**src/rtl/voice_pkg.sv**
```systemverilog
// Shared types and constant helpers for the polyphonic voice allocator.
package voice_pkg;

   typedef enum logic {
      IDLE   = 1'b0,
      ACTIVE = 1'b1
   } vstate_e;

   function automatic int clog2(input int v);
      int r;
      r = 0;
      while ((1 << r) < v) r++;
      return r;
   endfunction

   // Position of the note-on/off flag inside a UART message.
   function automatic int on_bit(input int note_w);
      return note_w;
   endfunction

endpackage

```
**src/rtl/voice_alloc_if.sv**
```systemverilog
// UART key-message strobe bundle from UART_RX into the voice allocator.
interface voice_alloc_if #(
   parameter int C_UART_DATA_WIDTH = 8
);
   logic                         UART_valid;
   logic                         UART_err;
   logic [C_UART_DATA_WIDTH-1:0] UART_msg;

   modport master (output UART_valid, UART_err, UART_msg);
   modport slave  (input  UART_valid, UART_err, UART_msg);
endinterface

```
**src/rtl/ms_tick.sv**
```systemverilog
// 1 ms prescaler: tick_o is high for one cycle every C_CLK_FRQ/1000 cycles.
module ms_tick
   import voice_pkg::*;
#(
   parameter int C_CLK_FRQ = 100_000_000
) (
   input  logic clk,
   input  logic rst,
   output logic tick_o
);
   localparam int DIV = (C_CLK_FRQ / 1000 > 1) ? C_CLK_FRQ / 1000 : 1;
   localparam int CW  = (DIV > 1) ? clog2(DIV) : 1;

   logic [CW-1:0] cnt_q;

   assign tick_o = (cnt_q == CW'(DIV - 1));

   always_ff @(posedge clk) begin
      if (rst)         cnt_q <= '0;
      else if (tick_o) cnt_q <= '0;
      else             cnt_q <= cnt_q + CW'(1);
   end
endmodule

```
**src/rtl/voice_alloc.sv**
```systemverilog
// Polyphonic voice allocator: maps UART note-on/off messages onto C_NUM_VOICES
// voices with retrigger, oldest-voice stealing and per-voice auto-release.
module voice_alloc
   import voice_pkg::*;
#(
   parameter int C_CLK_FRQ         = 100_000_000,
   parameter int C_NUM_VOICES      = 4,
   parameter int C_NOTE_WIDTH      = 7,
   parameter int C_NUM_KEYS        = 13,
   parameter int C_HOLD_MS         = 500,
   parameter int C_STEAL           = 1,
   parameter int C_UART_DATA_WIDTH = 8
) (
   input  logic                                 clk,
   input  logic                                 rst,
   voice_alloc_if.slave                         uart,
   output logic [C_NUM_VOICES-1:0]              voice_active,
   output logic [C_NUM_VOICES*C_NOTE_WIDTH-1:0] voice_note,
   output logic [C_NUM_VOICES-1:0]              voice_start,
   output logic [clog2(C_NUM_VOICES+1)-1:0]     active_cnt,
   output logic                                 evt_drop,
   output logic                                 evt_bad
);
   localparam int NV = C_NUM_VOICES;
   localparam int NW = C_NOTE_WIDTH;
   localparam int IW = (NV > 1) ? clog2(NV) : 1;
   localparam int HW = (C_HOLD_MS > 0) ? clog2(C_HOLD_MS + 1) : 1;
   localparam int CW = clog2(NV + 1);
   localparam int ON = on_bit(NW);

   if (C_UART_DATA_WIDTH < NW + 1) begin : g_err_width
      $error("voice_alloc: C_UART_DATA_WIDTH must be >= C_NOTE_WIDTH+1");
   end
   if (NV < 1 || NV > 16) begin : g_err_voices
      $error("voice_alloc: C_NUM_VOICES must be in 1..16");
   end
   if (C_UART_DATA_WIDTH > NW + 1) begin : g_sink
      logic unused_msg_hi;
      assign unused_msg_hi = ^uart.UART_msg[C_UART_DATA_WIDTH-1:NW+1];
   end

   vstate_e       st_q   [NV];
   vstate_e       st_d   [NV];
   logic [NW-1:0] note_q [NV];
   logic [NW-1:0] note_d [NV];
   logic [IW-1:0] rank_q [NV];
   logic [IW-1:0] rank_d [NV];
   logic [HW-1:0] hold_q [NV];
   logic [HW-1:0] hold_d [NV];
   logic [NV-1:0] start_q, start_d;
   logic [CW-1:0] cnt_q, cnt_d;
   logic          drop_q, drop_d, bad_q, bad_d;

   logic          tick, acc, is_on, hit, free_v, tgt_v, off_v;
   logic [NW-1:0] code;
   logic [IW-1:0] hit_idx, free_idx, old_idx, tgt;
   logic [NV-1:0] act, expire, rel, surv, is_tgt;

   ms_tick #(.C_CLK_FRQ(C_CLK_FRQ)) u_tick (
      .clk    (clk),
      .rst    (rst),
      .tick_o (tick)
   );

   always_comb begin
      int r;
      code     = uart.UART_msg[NW-1:0];
      is_on    = uart.UART_msg[ON];
      acc      = uart.UART_valid && !uart.UART_err && (int'(code) < C_NUM_KEYS);
      bad_d    = uart.UART_valid && !acc;
      act      = '0;
      expire   = '0;
      hit      = 1'b0;
      hit_idx  = '0;
      free_v   = 1'b0;
      free_idx = '0;
      old_idx  = '0;
      // Descending scan so the lowest-index free voice wins.
      for (int i = NV - 1; i >= 0; i--) begin
         act[i]    = (st_q[i] == ACTIVE);
         expire[i] = (C_HOLD_MS > 0) && act[i] && tick && (int'(hold_q[i]) == C_HOLD_MS - 1);
         if (act[i] && note_q[i] == code) begin
            hit     = 1'b1;
            hit_idx = IW'(i);
         end
         if (!act[i] || expire[i]) begin
            free_v   = 1'b1;
            free_idx = IW'(i);
         end
         if (act[i] && int'(rank_q[i]) == NV - 1) old_idx = IW'(i);
      end

      tgt_v  = 1'b0;
      tgt    = hit_idx;
      drop_d = 1'b0;
      if (acc && is_on) begin
         if (hit) begin
            tgt_v = 1'b1;
         end else if (free_v) begin
            tgt_v = 1'b1;
            tgt   = free_idx;
         end else if (C_STEAL != 0) begin
            tgt_v = 1'b1;
            tgt   = old_idx;
         end else begin
            drop_d = 1'b1;
         end
      end
      off_v = acc && !is_on && hit;

      is_tgt = '0;
      rel    = '0;
      surv   = '0;
      for (int i = 0; i < NV; i++) begin
         is_tgt[i] = tgt_v && (tgt == IW'(i));
         rel[i]    = expire[i] || (off_v && hit_idx == IW'(i));
         surv[i]   = act[i] && !rel[i] && !is_tgt[i];
      end

      // New age order: the target first, then survivors in their old order.
      cnt_d = '0;
      for (int i = 0; i < NV; i++) begin
         r = tgt_v ? 1 : 0;
         for (int k = 0; k < NV; k++) begin
            if (surv[k] && rank_q[k] < rank_q[i]) r++;
         end
         st_d[i]   = IDLE;
         note_d[i] = '0;
         rank_d[i] = '0;
         hold_d[i] = '0;
         if (is_tgt[i]) begin
            st_d[i]   = ACTIVE;
            note_d[i] = code;
         end else if (surv[i]) begin
            st_d[i]   = ACTIVE;
            note_d[i] = note_q[i];
            rank_d[i] = IW'(r);
            hold_d[i] = (tick && hold_q[i] != HW'(C_HOLD_MS)) ? hold_q[i] + HW'(1) : hold_q[i];
         end
         if (st_d[i] == ACTIVE) cnt_d = cnt_d + CW'(1);
      end
      start_d = is_tgt;
   end

   always_ff @(posedge clk) begin
      if (rst) begin
         for (int i = 0; i < NV; i++) begin
            st_q[i]   <= IDLE;
            note_q[i] <= '0;
            rank_q[i] <= '0;
            hold_q[i] <= '0;
         end
         start_q <= '0;
         cnt_q   <= '0;
         drop_q  <= 1'b0;
         bad_q   <= 1'b0;
      end else begin
         for (int i = 0; i < NV; i++) begin
            st_q[i]   <= st_d[i];
            note_q[i] <= note_d[i];
            rank_q[i] <= rank_d[i];
            hold_q[i] <= hold_d[i];
         end
         start_q <= start_d;
         cnt_q   <= cnt_d;
         drop_q  <= drop_d;
         bad_q   <= bad_d;
      end
   end

   for (genvar g = 0; g < NV; g++) begin : g_out
      assign voice_active[g]        = (st_q[g] == ACTIVE);
      assign voice_note[g*NW +: NW] = note_q[g];
   end
   assign voice_start = start_q;
   assign active_cnt  = cnt_q;
   assign evt_drop    = drop_q;
   assign evt_bad     = bad_q;
endmodule
```
**src/flat_wrapper.sv**
```systemverilog
// flat-port wrapper written by rule: the top's interface ports become plain ports
module voice_alloc_flat import voice_pkg::*;
#(
   parameter int C_CLK_FRQ         = 100_000_000,
   parameter int C_NUM_VOICES      = 4,
   parameter int C_NOTE_WIDTH      = 7,
   parameter int C_NUM_KEYS        = 13,
   parameter int C_HOLD_MS         = 500,
   parameter int C_STEAL           = 1,
   parameter int C_UART_DATA_WIDTH = 8
)
  (clk, rst, voice_active, voice_note, voice_start, active_cnt, evt_drop, evt_bad, uart_UART_valid, uart_UART_err, uart_UART_msg);
  voice_alloc_if #(.C_UART_DATA_WIDTH(C_UART_DATA_WIDTH)) uart_i ();
  input  logic clk;
  input  logic rst;
  output logic [C_NUM_VOICES-1:0] voice_active;
  output logic [C_NUM_VOICES*C_NOTE_WIDTH-1:0] voice_note;
  output logic [C_NUM_VOICES-1:0] voice_start;
  output logic [clog2(C_NUM_VOICES+1)-1:0] active_cnt;
  output logic evt_drop;
  output logic evt_bad;
  input wire logic [$bits(uart_i.UART_valid)-1:0] uart_UART_valid;
  input wire logic [$bits(uart_i.UART_err)-1:0] uart_UART_err;
  input wire logic [$bits(uart_i.UART_msg)-1:0] uart_UART_msg;
  assign uart_i.UART_valid = uart_UART_valid;
  assign uart_i.UART_err = uart_UART_err;
  assign uart_i.UART_msg = uart_UART_msg;
  voice_alloc #(.C_CLK_FRQ(C_CLK_FRQ), .C_NUM_VOICES(C_NUM_VOICES), .C_NOTE_WIDTH(C_NOTE_WIDTH), .C_NUM_KEYS(C_NUM_KEYS), .C_HOLD_MS(C_HOLD_MS), .C_STEAL(C_STEAL), .C_UART_DATA_WIDTH(C_UART_DATA_WIDTH)) u_core (.clk(clk), .rst(rst), .uart(uart_i), .voice_active(voice_active), .voice_note(voice_note), .voice_start(voice_start), .active_cnt(active_cnt), .evt_drop(evt_drop), .evt_bad(evt_bad));
endmodule
```
**config.mk**
```make
export PLATFORM = sky130hd
export DESIGN_NAME = voice_alloc_flat
export DESIGN_NICKNAME = d
export VERILOG_FILES = /design/src/rtl/voice_pkg.sv /design/src/rtl/voice_alloc_if.sv /design/src/rtl/ms_tick.sv /design/src/rtl/voice_alloc.sv /design/src/flat_wrapper.sv
export SDC_FILE = /design/constraint.sdc
export NUM_CORES = 1
export LEC_CHECK = 0
export CAP_MARGIN = 20
export CORE_ASPECT_RATIO = 1.4
export CORE_MARGIN = 2
export CORE_UTILIZATION = 35
export CTS_BUF_LIST = sky130_fd_sc_hd__clkbuf_4
export CTS_CLUSTER_SIZE = 16
export DETAILED_ROUTE_END_ITERATION = 10
export GPL_TIMING_DRIVEN = 0
export PLACE_DENSITY = 0.63
export SLEW_MARGIN = 30
export SYNTH_ARGS = -nofsm -noshare
export SYNTH_HDL_FRONTEND = slang
export SYNTH_SLANG_ARGS = --single-unit
```
**constraint.sdc**
```tcl
create_clock -name clk -period 6 [get_ports clk]
set_input_delay 1.2 -clock clk [delete_from_list [all_inputs] [get_ports clk]]
set_output_delay 1.2 -clock clk [all_outputs]
set_load 0.02 [all_outputs]
```
==> Yosys cells after proc, flatten, opt, wreduce, memory -nomap -nowiden <==
Memories as Yosys holds them, arrays and structs flattened.
Cells that the tools add are included.
{ "op_classes": {"reduce_logical": 84, "mul": 0, "div_mod_pow": 0, "magnitude_cmp": 17, "n_shift": 0, "n_eq_ne": 23, "n_addsub": 21, "mux": 100, "bitwise_logic": 16} }
{ "ops": {"columns": ["op", "n"], "rows": [
  ["9-bit two-way mux", 16],
  ["2-bit two-way mux", 43],
  ["7-bit two-way mux", 12],
  ["1-bit logical AND", 58],
  ["9-bit by 1-bit adder with 9-bit output, second input constant", 4],
  ["9-bit by 5-bit equality test with 1-bit output, second input constant", 4],
  ["9-bit inequality test, second input constant", 4],
  ["2-bit less-than comparator", 16],
  ["7-bit equality test", 4],
  ["1-bit two-way mux", 26],
  ["2-bit adder, second input constant", 12],
  ["17-bit by 1-bit adder with 17-bit output, second input constant", 1],
  ["17-bit equality test, second input constant", 1],
  ["1-bit OR", 16],
  ["1-bit logical NOT", 15],
  ["2-bit by 1-bit equality test with 1-bit output, second input constant", 6],
  ["3-bit two-way mux", 3],
  ["2-bit equality test, second input constant", 4],
  ["1-bit logical OR", 8],
  ["7-bit by 4-bit less-than comparator with 1-bit output, second input constant", 1],
  ["3-bit by 1-bit adder with 3-bit output, second input constant", 2],
  ["1-bit by 1-bit adder with 2-bit output, second input constant", 2],
  ["2-bit logical NOT", 2],
  ["2-bit OR reduction", 1]
]} }
{ "totals": {"memories": 4, "word_cells": 269, "ram_bits": 76, "inputBits": 12, "output_inout_bits": 41, "ff_bits": 25, "rom_bits": 0, "latch_bits": 0} }
{ "memory_table": {"columns": ["memory", "words", "word_bits", "read_ports", "rd_clocked_by_memory_dff", "write_ports", "line", "source"], "rows": [
  ["u_core.hold_q", 4, 9, 4, 0, 4, "voice_alloc.sv:48", "logic [HW-1:0] hold_q [NV];"],
  ["u_core.note_q", 4, 7, 4, 0, 4, "voice_alloc.sv:44", "logic [NW-1:0] note_q [NV];"],
  ["u_core.rank_q", 4, 2, 4, 0, 4, "voice_alloc.sv:46", "logic [IW-1:0] rank_q [NV];"],
  ["u_core.st_q", 4, 1, 4, 0, 4, "voice_alloc.sv:42", "vstate_e st_q [NV];"]
]} }

==> Longest topological paths before layout <==
{ "logic_depth": {"ltp_word": 26, "ltp_mapped": 16, "depth_no_buf": 15} }

==> Modules after synthesis <==
From an unflattened synthesis, not the netlist that was laid out.
{ "hier_totals": {"cells_unflattened": 602, "hier_area_um2": 5510.3} }
{ "by_module_without_submodules": {"columns": ["module", "seq_area_each_um2", "area_per_inst_um2", "cells_each", "instances"], "rows": [
  ["voice_alloc", 1681.6, 4713.3, 514, 1],
  ["ms_tick", 340.3, 797.0, 88, 1]
]} }

==> Least setup slack after synthesis <==
OpenSTA, ideal clock, no wires.
{ "synth_path": {"kind": "input-to-reg", "startpoint": "input port uart_UART_msg[5]", "endpoint": "memory u_core.rank_q[3][1] (netlist name)", "stages": 13, "required_time_ns": 5.921, "arrival_ns": 4.622, "setup_time_ns": 0.079, "setup_slack_ns": 1.299, "path_buffers": 1, "cell_sequence": "buf_2 or4b_4 nor3_2 and2_4 inv_4 or4_4 o32a_4 a21boi_2 nand2_1 ha_1 or4b_2 o2111a_1 a211oi_2"} }
{ "synth_rtl": {"columns": ["item", "line", "source"], "rows": [
  ["start: declaration", "flat_wrapper.sv:24", "input wire logic [$bits(uart_i.UART_msg)-1:0] uart_UART_msg;"],
  ["end: declaration", "voice_alloc.sv:46", null]
]} }

==> results.txt <==
Synth Cell Area: 5290 µm²
DRC violations left: 0
Multi-input gate area: 3059 µm²
Initial Util: 35.45%
Combinational Power Share: 3.5%
design internal power: 0.0008563 W
status: finished clean
number of synthesized flops with an enable pin: 0
min-delay src: u_core.u_tick.cnt_q[0]$_SDFF_PP0_
most frequent cells after synthesis: 101 x dfxtp_1, 89 x nor2_1, 44 x xnor2_1, 40 x xor2_1, 31 x ha_1
max frequency: 0.1999 GHz
slowest stage delay, CP: 0.68 ns
P per Cell Area: 181.0 nW/µm²
met3 usage: 2.875%
Layout area overhead: 15.89%
Worst Setup SP: uart_UART_valid
crit end category: flop
relative slew slack: 44.57%
crit path DAT: 5.37 ns
most frequent cell after synthesis: dfxtp_1
Sw Pwr: 0.0002536 W
DIE WIDTH: 107.9 µm
worst vdd ir: 0.00009953 V
clock sink count: 101
WL final: 12.30 mm
Final min period: 5.002 ns
hold violation count in the final report: 0
port bufs: 44
Synth Warn #: 0
top cells by area, synth: dfxtp_1 38%, ha_1 7.3%, xnor2_1 7.3%
number of max-cap violations: 0
die area: 16130 µm²
Slowest-stage cell, CP: or4b_2
detailed-router iteration count before antenna repair: 5
Total GRT Usage: 15.94%
clk slew on worst S/H paths: 0.15 ns
vias per inst: 5.093
largest net degree at the start of global routing: 17
vias in the first global route: 4220
share of total power in the clock network: 35.7%
Cell variety after synth: 70
I/O pin cnt: 53
H-tree depth: 3
Die H: 149.5 µm
share of layout cells above drive strength 1: 6.327%
FF-to-FF Start: u_core.u_tick.cnt_q[0]$_SDFF_PP0_
CP Cell Sequence: clkdlybuf4s50_1, or4b_4, nor3_2, and2_4, inv_4, or4_4, o32a_4, a21boi_2, nand2_1, ha_1, or4b_2, o2111a_1, a211oi_2
setup TNS: 0 ns
average wire per cell in the routed design: 14.62 µm
met2 Resource Use GR: 30.38%
area leader, netlist: dfxtp_1
#FFs+latches synth: 101
Net Sw Frac: 22.84%
post-CTS repair timing setup buffer count: 0
worst-skew pair later-pin latency: 0.46 ns
Final GP Congestion: 0.9080
CP max FO: 11
syn_area_per_cell: 8.997 µm²
first-pass GRT wire length: 20.36 mm
Placed Area: 5971 µm²
antenna violations before repair: 1
worst slew pin tran: 0.8238 ns
CTS Hold Bufs: 0
Main synth FF type: dfxtp_1
Synth async-reset ratio: 0%
Inserted Clock Buffers: 9
cell row count: 53
RSZ-0062 raised after global routing: false
max-slew violations: 0
clock skew after layout: 0.01688 ns
post-cts resize count: 0
Startpoint Class: input port
Antenna Violating Nets Remaining: 0
LEAKAGE: 2.138 nW
post-DP HPWL: 9.531 mm
fin area: 6131 µm²
Setup Viol. Count Final: 0
root buffer selected by CTS: clkbuf_4
Req. time, crit path: 6.37 ns
total gr overflow: 0
syn_nets: 631
top-area cell type share of the netlist area: 38.22%
Net count, final: 686
Core Box Area: 14920 µm²
CTS Buffer Depth: 2
gr busiest metal: met2
sequential area share after synthesis: 38.22%
Sequential cell area: 2022 µm²
post-synthesis cell count: 588
met1 Track Usage GR: 17.27%
FILL cells: 1482
Power Total: 0.001110 W
part of the power in registers: 60.8%
final critical-path share of the clock period: 83.37%
vias post-DR: 4283
CTS tree: built
1st-iter DRT viols: 210
Hold Crit Class: flop to flop
crit path kind: input port to flop
## cell type report
| type | count | share of cell area (%) |
|---|---|---|
| Timing Repair Buffer | 44 | 7.184 |
| Inverter | 31 | 1.939 |
| Clock inverter | 7 | 1.469 |
| Multi-Input combinational cell | 438 | 49.90 |
| Sequential cell | 101 | 32.98 |
| Buffer | 18 | 1.469 |
| Clock buffer | 9 | 1.102 |
| Antenna cell | 1 | 0.04082 |
| Tap cell | 192 | 3.918 |
## per-layer routing
layer / up-vias / part of all wire, % / wire length [µm]
li1: 2140 / - / -
met1: 2025 / 41 / 4989
met2: 94 / 53 / 6546
met3: 24 / 3.8 / 463
met4: 0 / 2.4 / 296
met5: - / 0 / 0
## path summary, 6_finish.rpt
kind                                                     endpoint  slack [ns]  cells after the start
worst max-delay path               u_core.rank_q[3][1]$_SDFF_PP0_         1.0                     13
worst max register to register     u_core.rank_q[3][1]$_SDFF_PP0_        1.72                     13
worst min register to register  u_core.u_tick.cnt_q[0]$_SDFF_PP0_        0.50                      1
worst min-delay path            u_core.u_tick.cnt_q[0]$_SDFF_PP0_        0.50                      1
## worst max-delay path, delay by kind of cell
kind,cells,cell delay (ns)
compound gates,4,1.08
fa+ha+maj,1,0.24
buf+inv,2,0.58
simple gates,6,2.26
## kinds of logic after synthesis
kind of cell | Yosys count | synth area share, %
adder cells (fa/ha/maj) | 31 | 7.332
XOR/XNOR | 86 | 14.81
multiplexers | 6 | 1.159
buffers and inverters | 49 | 3.950
AND/OR/NAND/NOR | 233 | 22.56
other | 1 | 0.07089
AO/OA/AOI/OAI | 81 | 11.90
flip-flops | 101 | 38.22
## power groups by stage
stage	registers (W)	clock network [W]	logic (W)
2_1_floorplan	0.000690	0	0.0000260
3_3_place_gp	0.000690	0	0.0000379
3_5_place_dp	0.000690	0	0.0000387
4_1_cts	0.000676	0.000412	0.0000390
5_1_grt	0.000676	0.000442	0.0000432
6_report	0.000675	0.000396	0.0000387
## flip-flops by register name (all words and copies together), names as in the netlist
register / count
u_core.u_tick.cnt_q: 17
u_core.rank_q: 8
u_core.note_q: 28
u_core.hold_q: 36
u_core.active_cnt: 3
u_core.st_q: 4
u_core.voice_start: 4
u_core.evt_bad: 1
## cell usage in the layout (no fill, tap or decap), types with 5 or more instances in the layout
| cell | n |
|---|---|
| a21oi_1 | 13 |
| a22o_1 | 16 |
| a31oi_1 | 5 |
| and2_1 | 13 |
| and3_1 | 5 |
| clkbuf_1 | 12 |
| clkbuf_4 | 9 |
| clkdlybuf4s50_1 | 44 |
| dfxtp_1 | 101 |
| ha_1 | 31 |
| inv_1 | 30 |
| mux2i_1 | 5 |
| nand2_1 | 30 |
| nand2b_1 | 5 |
| nand3_1 | 15 |
| nand4_1 | 22 |
| nor2_1 | 89 |
| nor2b_1 | 6 |
| nor3_1 | 12 |
| nor4_1 | 5 |
| o21ai_0 | 9 |
| xnor2_1 | 44 |
| xor2_1 | 40 |
## stage by stage
step / cells / utilization (%) / hold slack [ns] / setup slack (ns)
floorplan: 588 / - / 0.4299 / 1.299
global placement: 824 / 40.02 / 0.4447 / 0.6450
detailed placement: 824 / 40.02 / 0.4621 / 0.5549
CTS: 840 / 41.07 / 0.4954 / 1.045
global route: 841 / 41.09 / 0.5235 / 0.9301
finish: 841 / 41.09 / 0.4962 / 0.9977
Note: power is estimated with default switching activity, not from simulation.
